--- src/rtl/axi_lite_master.sv ---
// AXI-Lite single-outstanding master: command in, AW/W or AR/R out, one response back per command.
// Latency: 3 cycles from command handshake to rsp_valid with slave ready high; every valid holds until its handshake.
// Optional read-data timeout under `AXI_MASTER_TIMEOUT_EN (off by default: RD_DATA waits forever, rsp_err tied 0).
module axi_lite_master #(
  parameter int ADDR_W         = 32,
  parameter int DATA_W         = 32,
  parameter int TIMEOUT_CYCLES = 16
) (
  input  logic              clk,
  input  logic              rstn,
  input  logic              cmd_valid,
  output logic              cmd_ready,
  input  logic              cmd_write,
  input  logic [ADDR_W-1:0] cmd_addr,
  input  logic [DATA_W-1:0] cmd_wdata,
  output logic              rsp_valid,
  input  logic              rsp_ready,
  output logic [DATA_W-1:0] rsp_rdata,
  output logic              rsp_err,
  output logic [ADDR_W-1:0] write_addr,
  output logic              write_addr_valid,
  input  logic              write_addr_ready,
  output logic [DATA_W-1:0] write_data,
  output logic              write_data_valid,
  input  logic              write_data_ready,
  output logic [ADDR_W-1:0] read_addr,
  output logic              read_addr_valid,
  input  logic              read_addr_ready,
  input  logic [DATA_W-1:0] read_data,
  input  logic              read_data_valid,
  output logic              read_data_ready
);

  localparam logic [2:0] IDLE    = 3'd0;
  localparam logic [2:0] WRITE   = 3'd1;
  localparam logic [2:0] RD_ADDR = 3'd2;
  localparam logic [2:0] RD_DATA = 3'd3;
  localparam logic [2:0] RESP    = 3'd4;

  if (TIMEOUT_CYCLES < 1) begin : g_bad_timeout
    $error("axi_lite_master: TIMEOUT_CYCLES must be at least 1");
  end

  logic [2:0] state;
  logic       aw_done;
  logic       w_done;

`ifdef AXI_MASTER_TIMEOUT_EN
  localparam int CNT_W = $clog2(TIMEOUT_CYCLES) + 1;
  logic [CNT_W-1:0] tmo_cnt;
`else
  assign rsp_err = 1'b0;
`endif

  always_ff @(posedge clk or negedge rstn) begin
    if (!rstn) begin
      state            <= IDLE;
      cmd_ready        <= 1'b0;
      rsp_valid        <= 1'b0;
      rsp_rdata        <= '0;
      write_addr       <= '0;
      write_addr_valid <= 1'b0;
      write_data       <= '0;
      write_data_valid <= 1'b0;
      read_addr        <= '0;
      read_addr_valid  <= 1'b0;
      read_data_ready  <= 1'b0;
      aw_done          <= 1'b0;
      w_done           <= 1'b0;
`ifdef AXI_MASTER_TIMEOUT_EN
      rsp_err          <= 1'b0;
      tmo_cnt          <= '0;
`endif
    end else begin
      case (state)
        IDLE: begin
          cmd_ready <= 1'b1;
          if (cmd_valid && cmd_ready) begin
            cmd_ready <= 1'b0;
            rsp_rdata <= '0;
`ifdef AXI_MASTER_TIMEOUT_EN
            rsp_err   <= 1'b0;
`endif
            if (cmd_write) begin
              write_addr       <= cmd_addr;
              write_data       <= cmd_wdata;
              write_addr_valid <= 1'b1;
              write_data_valid <= 1'b1;
              aw_done          <= 1'b0;
              w_done           <= 1'b0;
              state            <= WRITE;
            end else begin
              read_addr       <= cmd_addr;
              read_addr_valid <= 1'b1;
              state           <= RD_ADDR;
            end
          end
        end

        // AW and W retire independently; completion is judged on the
        // registered done flags, which gives the fixed 3-cycle minimum.
        WRITE: begin
          if (write_addr_valid && write_addr_ready) begin
            write_addr_valid <= 1'b0;
            aw_done          <= 1'b1;
          end
          if (write_data_valid && write_data_ready) begin
            write_data_valid <= 1'b0;
            w_done           <= 1'b1;
          end
          if (aw_done && w_done) begin
            rsp_valid <= 1'b1;
            state     <= RESP;
          end
        end

        RD_ADDR: begin
          if (read_addr_valid && read_addr_ready) begin
            read_addr_valid <= 1'b0;
            read_data_ready <= 1'b1;
`ifdef AXI_MASTER_TIMEOUT_EN
            tmo_cnt         <= '0;
`endif
            state           <= RD_DATA;
          end
        end

        RD_DATA: begin
          if (read_data_valid && read_data_ready) begin
            rsp_rdata       <= read_data;
            read_data_ready <= 1'b0;
            rsp_valid       <= 1'b1;
            state           <= RESP;
          end
`ifdef AXI_MASTER_TIMEOUT_EN
          else if (tmo_cnt == CNT_W'(TIMEOUT_CYCLES - 1)) begin
            rsp_rdata       <= '0;
            rsp_err         <= 1'b1;
            read_data_ready <= 1'b0;
            rsp_valid       <= 1'b1;
            state           <= RESP;
          end else begin
            tmo_cnt <= tmo_cnt + 1'b1;
          end
`endif
        end

        RESP: begin
          if (rsp_ready) begin
            rsp_valid <= 1'b0;
            cmd_ready <= 1'b1;
            state     <= IDLE;
          end
        end

        default: begin
          state     <= IDLE;
          cmd_ready <= 1'b0;
          rsp_valid <= 1'b0;
        end
      endcase
    end
  end

endmodule

--- config.mk ---
export PLATFORM = sky130hd
export DESIGN_NAME = axi_lite_master
export DESIGN_NICKNAME = d
export VERILOG_FILES = /design/src/rtl/axi_lite_master.sv
export SDC_FILE = /design/constraint.sdc
export NUM_CORES = 1
export LEC_CHECK = 0
export ABC_AREA = 1
export CAP_MARGIN = 10
export CELL_PAD_IN_SITES_DETAIL_PLACEMENT = 0
export CELL_PAD_IN_SITES_GLOBAL_PLACEMENT = 2
export CORE_MARGIN = 8
export CORE_UTILIZATION = 25
export CTS_CLUSTER_SIZE = 25
export DETAILED_ROUTE_END_ITERATION = 8
export HOLD_SLACK_MARGIN = 0.15
export MAX_ROUTING_LAYER = met4
export PLACE_DENSITY = 0.85
export SLEW_MARGIN = 20
export SYNTH_ARGS = -nofsm -noshare
export SYNTH_HDL_FRONTEND = slang
export SYNTH_SLANG_ARGS = --single-unit
--- constraint.sdc ---
create_clock -name clk -period 3.3 [get_ports clk]
set_input_delay 0.99 -clock clk [delete_from_list [all_inputs] [get_ports clk]]
set_output_delay 0.99 -clock clk [all_outputs]
set_load 0.02 [all_outputs]
# Word level (Yosys, flattened, before mapping)
# Cells that the tools add are included.
# totals
inputBits	105
register_bits	139
out_inout_bits	135
# op_classes
reduce_logical	23
bitwise	3
n_mux	36
eq_ne	13
# op_table
op	n
2-to-1 mux 32 bit	2
one-hot mux 32 bit (2 select lines)	1
2-to-1 mux 1 bit	18
inequality test 2 bit, second input constant	9
AND reduction 4 bit	4
2-to-1 mux 3 bit	5
one-hot mux 3 bit (5 select lines)	1
one-hot mux 1 bit (2 select lines)	6
AND reduction 3 bit	4
nonzero test 2 bit	4
equality test 3 x 2 -> 1 bit, second input constant	2
logical AND 1 bit	6
AND reduction 5 bit	1
one-hot mux 1 bit (4 select lines)	1
equality test 3 x 1 -> 1 bit, second input constant	1
equality test 3 bit, second input constant	1
logical NOT 3 bit	1
NOT 1 bit	3
one-hot mux 1 bit (3 select lines)	1
OR reduction 3 bit	1
2-to-1 mux 2 bit	1
AND reduction 2 bit	1
OR reduction 2 bit	1

# Depth between registers and ports, before layout
# Gate-level depths: netlist of run 1.
# depth
depth_word	4
mapped_depth	9

# Least setup slack after synthesis of run 1
# Ideal clock, no wire load.
# synth_timing
path_kind	input -> register
from	in cmd_valid
to	reg write_data[0]
setup_ps	117
stages	9
arrival_ps	1758
setup_slack_ps	1425
required_time_ps	3183
path_cell_list	nand2_1 inv_1 nand2_1 nor2_4 inv_2 buf_6 buf_6 nand2_1 nand2_1
# synth_via
elab_chain_len	2
# synth_lines
item	line	rtl
from (decl)	11	input logic cmd_valid,
logical AND 1 bit	78	if (cmd_valid && cmd_ready) begin
AND reduction 3 bit (no source line)	n/a	
to (signal assigned)	86	write_data <= cmd_wdata;
to (decl)	23	output logic [DATA_W-1:0] write_data,
# Every way passes these cells.
# A chain may end at the register's enable or synchronous reset.

# Worst setup path in the final report of run 1
# layout_timing
from	reg read_addr_valid
to	out read_addr_valid
# layout_rtl
item	line	rtl
from (decl)	27	output logic read_addr_valid,
from (signal assigned)	66	read_addr_valid <= 1'b0;
from (signal assigned)	94	read_addr_valid <= 1'b1;
from (signal assigned)	119	read_addr_valid <= 1'b0;
# No word-level cell between the ends.

==> results of run 1 <==
## metal layers
metal / global-route usage / part of all wire
met1: 0.169 / 0.46
met2: 0.188 / 0.42
met3: 0.0602 / 0.11
met4: 0.0298 / 0.0071
met5: - / 0
## power by group
part	total, W	switching [W]	internal (W)
Sequential	0.00170	0	0.00170
Clock	0.00197	0.000793	0.00117
Combinational	0.000187	0.0000689	0.000118
## area by class of cell
type                    instances  area [sq um]  share of cell area
clock buffers                  19           453              0.0516
repair buffers                245          2500               0.284
flip-flops and latches        139          3480               0.396
multi-input cells             393          1690               0.193
well taps                     280           350              0.0399
clock inverters                13           154              0.0175
inverters                      42           158              0.0179
## flip-flops by register name (all words and copies together), names as in the netlist
register          count
rsp_rdata            32
write_data_valid      1
state                 3
write_data           32
cmd_ready             1
write_addr_valid      1
read_data_ready       1
read_addr_valid       1
write_addr           32
read_addr            32
w_done                1
aw_done               1
rsp_valid             1
## metrics by stage
step / total power, W / util / cells / area, sq um
after global routing: 0.00403 / 0.405 / 1131 / 8780
after CTS: 0.00393 / 0.405 / 1131 / 8780
final: 0.00386 / 0.405 / 1131 / 8780
after floorplan: 0.00176 / - / 605 / 5500
after global placement: 0.00193 / 0.377 / 1099 / 8180
after detailed placement: 0.00193 / 0.377 / 1099 / 8180
## kinds of logic (layout without fill, tap and decap cells)
family / Yosys count / after routing / share of synthesized area
other: 1 / 1 / 0.000682
AND/OR/NAND/NOR: 290 / 290 / 0.206
buffers and inverters: 73 / 319 / 0.0612
flip-flops: 139 / 139 / 0.632
AO/OA/AOI/OAI: 102 / 102 / 0.0996
## worst max-delay path by stage
stage,startpoint,end,slack [ps]
6_report,read_addr_valid,read_addr_valid,850
5_1_grt,read_addr_valid,read_addr_valid,740
4_1_cts,read_addr_valid,read_addr_valid,820
3_5_place_dp,cmd_valid,rsp_rdata[7],730
3_3_place_gp,cmd_valid,rsp_rdata[3],760
2_1_floorplan,cmd_valid,write_data[0],1430
## layout by cell type (no fill, tap or decap), drive strengths merged
| cell | synthesis | layout |
|---|---|---|
| nand3 | 11 | 11 |
| clkdlybuf4s50 | 0 | 237 |
| clkinvlp | 0 | 2 |
| inv | 42 | 48 |
| o21ai | 101 | 101 |
| clkbuf | 6 | 19 |
| nand2 | 267 | 267 |
| buf | 25 | 8 |
| nor2 | 12 | 12 |
| conb | 1 | 1 |
| a21oi | 1 | 1 |
| clkinv | 0 | 3 |
| bufinv | 0 | 2 |
| dfrtp | 139 | 139 |
==> reports/results.tsv, run 1 <==
stage	metric	value	unit
drt	ANT nets after route	0	
clock_tree	CTS Sinks	139	
hold_path	Worst Hold Class	in2async	
drt	final WL	17000	um
global_routing	Global Route Usage Sum	0.132	
yosys	synthesized area per cell	9.09	sq um
yosys	Most used DFF post-synth	dfrtp_1	
placed_design	PortBufs	238	
yosys	Commonest cells post-synth	265 x nand2_1, 139 x dfrtp_1, 49 x o21ai_0, 42 x o21ai_1, 41 x inv_1	
cells_and_area	# diodes	0	
drt	drt first pass iters	6	
clock_tree	clk root buf	clkbuf_16	
sta	Final Hold Viols	0	
critical_path	critical path's largest stage delay	680	ps
die	row count	54	
critical_path	CP Capture Type	output pin	
yosys	register bit total from synthesis	139	
drt	drt wl/cell	15.0	um
critical_path	CP arrival	1460	ps
die	io pins	240	
die	Die W	164	um
global_routing	initial antenna violation count	0	
yosys	Mapped Area	5500	sq um
power	leakage	4.19	nW
critical_path	Crit. path cell count	1	
yosys	Syn Nets	710	
sta	final worst slack	854	ps
yosys	cell taking the most area after synthesis	dfrtp_1	
cells_and_area	area grow syn2layout	59.7	%
clock_tree	Num CTS Buffers	17	
die	die area	27000	sq um
sta	crit path time final	2450	ps
critical_path	Reg-to-Reg End	rsp_rdata[31]	
cells_and_area	# fillers	2159	
critical_path	R2R depth	7	
critical_path	WP buf/inv	1	
sta	RSZ-0062 raised after global routing	no	
sta	Worst Skew	10.8	ps
critical_path	crit-path cells	clkdlybuf4s50_1	
sta	Final Setup Violations	0	
global_routing	largest net degree at the start of global routing	99	
sta	max-slew violations	0	
job	max_cap viols	0	
global_routing	first-pass GRT wire length	27200	um
global_routing	grt ovf	0	
drt	DRT iter0 DRCs	198	
clock_tree	Post CTS Setup Buffer Count	0	
yosys	async set-reset flop share out of synthesis	1.00	
power	pwr/cell area	439	nW/um^2
drt	Vias	4639	
power	VDD IR-drop max	291	uV
clock_tree	hold_buf cts	0	
sta	final critical-path share of the clock period	0.741	
critical_path	Slowest cell on crit path	clkdlybuf4s50_1	
yosys	Yosys warning total	0	
placed_design	Placement Setup Slack	730	ps
cells_and_area	Net count, final	943	
die	Initial Util	0.254	
critical_path	r2r startpoint	state[2]	
global_routing	vias in the first global route	4885	
cells_and_area	ratio of cells with drive above 1 in the final layout	0.0682	
drt	DRC violations left	0	
clock_tree	Clock Pin Slew Worst Setup and Hold Paths	70	ps
clock_tree	CTS tree	done	
placed_design	dpl hpwl	12200	um
critical_path	Worst setup SP type	flip-flop	
yosys	most frequent cell after synthesis	nand2_1	
drt	Via-to-Cell Ratio	4.10	
yosys	Post-synth EDFFs	0	
yosys	synth unique cells	18	
yosys	biggest area contributors in the synthesized netlist	dfrtp_1 63%, nand2_1 18%, o21ai_0 4.5%	
critical_path	Reg2Reg Setup Slack	1500	ps
critical_path	worst-path fanout max	3	
sta	Hold Slack	344	ps
clock_tree	maximum clock insertion buffer count	2	
critical_path	WS Path Type	reg2out	
sta	f_max	409	MHz
clock_tree	clk_lat worst skew	410	ps
clock_tree	Resize count post-CTS	0	
outcome	status	finished, final reports clean	
yosys	sequential fraction of the synthesis area	0.632	
die	Core ar.	21700	sq um
sta	setup TNS	0	ps
yosys	Synth Instances	605	
die	Die Ht	164	um
placed_design	gpl congestion	0.798	
critical_path	Worst EP required	2310	ps
yosys	area share of the largest cell type after synthesis	0.632	
clock_tree	total number of H-tree levels	4	
critical_path	CP delay by family, top	buffers and inverters	
(Power assumes the default switching activity.)
==> run 2: changes to the inputs <==
- CORE_UTILIZATION: 25 -> 24
- PLACE_DENSITY: 0.85 -> 0.82
- clock period: 3.3 -> 2.29 ns (I/O delays scaled with it)
==> reports/results.tsv, run 2 (synthesized netlist as in run 1, its figures left out) <==
stage	metric	value	unit
outcome	status	finished, final reports clean	
power	pwr/cell area	629	nW/um^2
placed_design	placed insts	1114	
die	Die W	167	um
sta	max-slew violations	0	
global_routing	first-pass GRT wire length	27900	um
sta	Final Hold Viols	0	
sta	final critical-path share of the clock period	0.945	
sta	final worst slack	126	ps
clock_tree	Clock Pin Slew Worst Setup and Hold Paths	70	ps
global_routing	initial antenna violation count	1	
cells_and_area	most frequent cells in the layout	265 x nand2_1, 237 x clkdlybuf4s50_1, 139 x dfrtp_1	
cells_and_area	area grow syn2layout	61.1	%
die	io pins	240	
clock_tree	hold_buf cts	0	
cells_and_area	most common cell after layout, fill and taps aside	nand2_1	
drt	DRT iter0 DRCs	198	
power	VDD IR-drop max	397	uV
critical_path	critical path's largest stage delay	670	ps
die	Die Ht	167	um
critical_path	Slowest cell on crit path	clkdlybuf4s50_1	
drt	DRC violations left	0	
sta	Final Setup Violations	0	
sta	RSZ-0062 raised after global routing	no	
drt	drt wl/cell	15.3	um
drt	Via-to-Cell Ratio	4.11	
critical_path	WS Path Type	reg2out	
sta	crit path time final	2160	ps
clock_tree	maximum clock insertion buffer count	2	
drt	ANT nets after route	0	
critical_path	crit-path cells	clkdlybuf4s50_1	
critical_path	CP delay by family, top	buffers and inverters	
cells_and_area	design area	8860	sq um
die	Core ar.	22600	sq um
placed_design	Placement Setup Slack	87.5	ps
hold_path	Worst Hold Class	in2async	
drt	final WL	17500	um
global_routing	vias in the first global route	4948	
clock_tree	clk root buf	clkbuf_16	
power	Pwr Total	0.00558	W
cells_and_area	Net count, final	953	
clock_tree	Resize count post-CTS	0	
placed_design	dpl cell area	8260	sq um
clock_tree	CTS Sinks	139	
sta	f_max	462	MHz
placed_design	dpl hpwl	12900	um
drt	drt first pass iters	4	
job	max_cap viols	0	
critical_path	WP buf/inv	1	
clock_tree	Post CTS Setup Buffer Count	0	
die	row count	55	
die	die area	28000	sq um
global_routing	Global Route Usage Sum	0.130	
cells_and_area	ratio of cells with drive above 1 in the final layout	0.0790	
cells_and_area	area of the multi-input gates	1690	sq um
cells_and_area	Final Non-Filler Cells	1147	
global_routing	largest net degree at the start of global routing	65	
global_routing	grt ovf	0	
clock_tree	CTS tree	done	
critical_path	Worst EP required	1600	ps
cells_and_area	Register Area	3480	sq um
sta	Worst Skew	13.1	ps
critical_path	CP Capture Type	output pin	
clock_tree	Num CTS Buffers	17	
power	leakage	4.23	nW
clock_tree	total number of H-tree levels	4	
drt	Vias	4712	
cells_and_area	# fillers	2358	
critical_path	worst-path fanout max	3	
die	Initial Util	0.244	
clock_tree	clk_lat worst skew	430	ps
critical_path	Worst setup SP type	flip-flop	
critical_path	CP arrival	1480	ps
sta	setup TNS	0	ps
placed_design	PortBufs	238	
placed_design	gpl congestion	0.788	
[run 2: layout make-up]
type                            count  area share
Clock buffer                       17      0.0480
Clock inverter                     15      0.0200
Sequential cell                   139       0.392
Multi-Input combinational cell    393       0.191
Timing Repair Buffer              255       0.290
Antenna cell                        1    0.000282
Inverter                           42      0.0178
Tap cell                          285      0.0402
[run 2: per-layer routing]
metal,vias up,part of all wire,global-route usage
met3,14,0.079,0.0498
met2,166,0.44,0.191
li1,2388,-,-
met4,0,0.011,0.0396
met5,-,0,-
met1,2144,0.47,0.162
[run 2: path summary, 6_finish.rpt]
path | to | slack [ps] | from | depth (start not counted)
setup / recovery | write_addr_valid | 130 | write_addr_valid | 1
hold / removal | write_addr[22] | 200 | rstn | 1
setup reg to reg | write_addr[1] | 750 | state[2] | 7
hold reg to reg | write_data[23] | 470 | write_data[23] | 2
max in group asynchronous | rsp_rdata[13] | 1400 | rstn | 2
min in group clk | write_data[23] | 470 | write_data[23] | 2
[run 2: power breakdown]
group / internal [W] / switching [W] / total (W)
logic: 0.000173 / 0.000103 / 0.000275
registers: 0.00245 / 0 / 0.00245
clock network: 0.00165 / 0.00120 / 0.00285
total: 0.00428 / 0.00130 / 0.00558
[run 2: per-stage QoR]
| step | util | hold WS [ps] |
|---|---|---|
| floorplan | - | 391 |
| global placement | 0.366 | 453 |
| detailed placement | 0.366 | 460 |
| CTS | 0.393 | 204 |
| global route | 0.393 | 213 |
| finish | 0.393 | 201 |
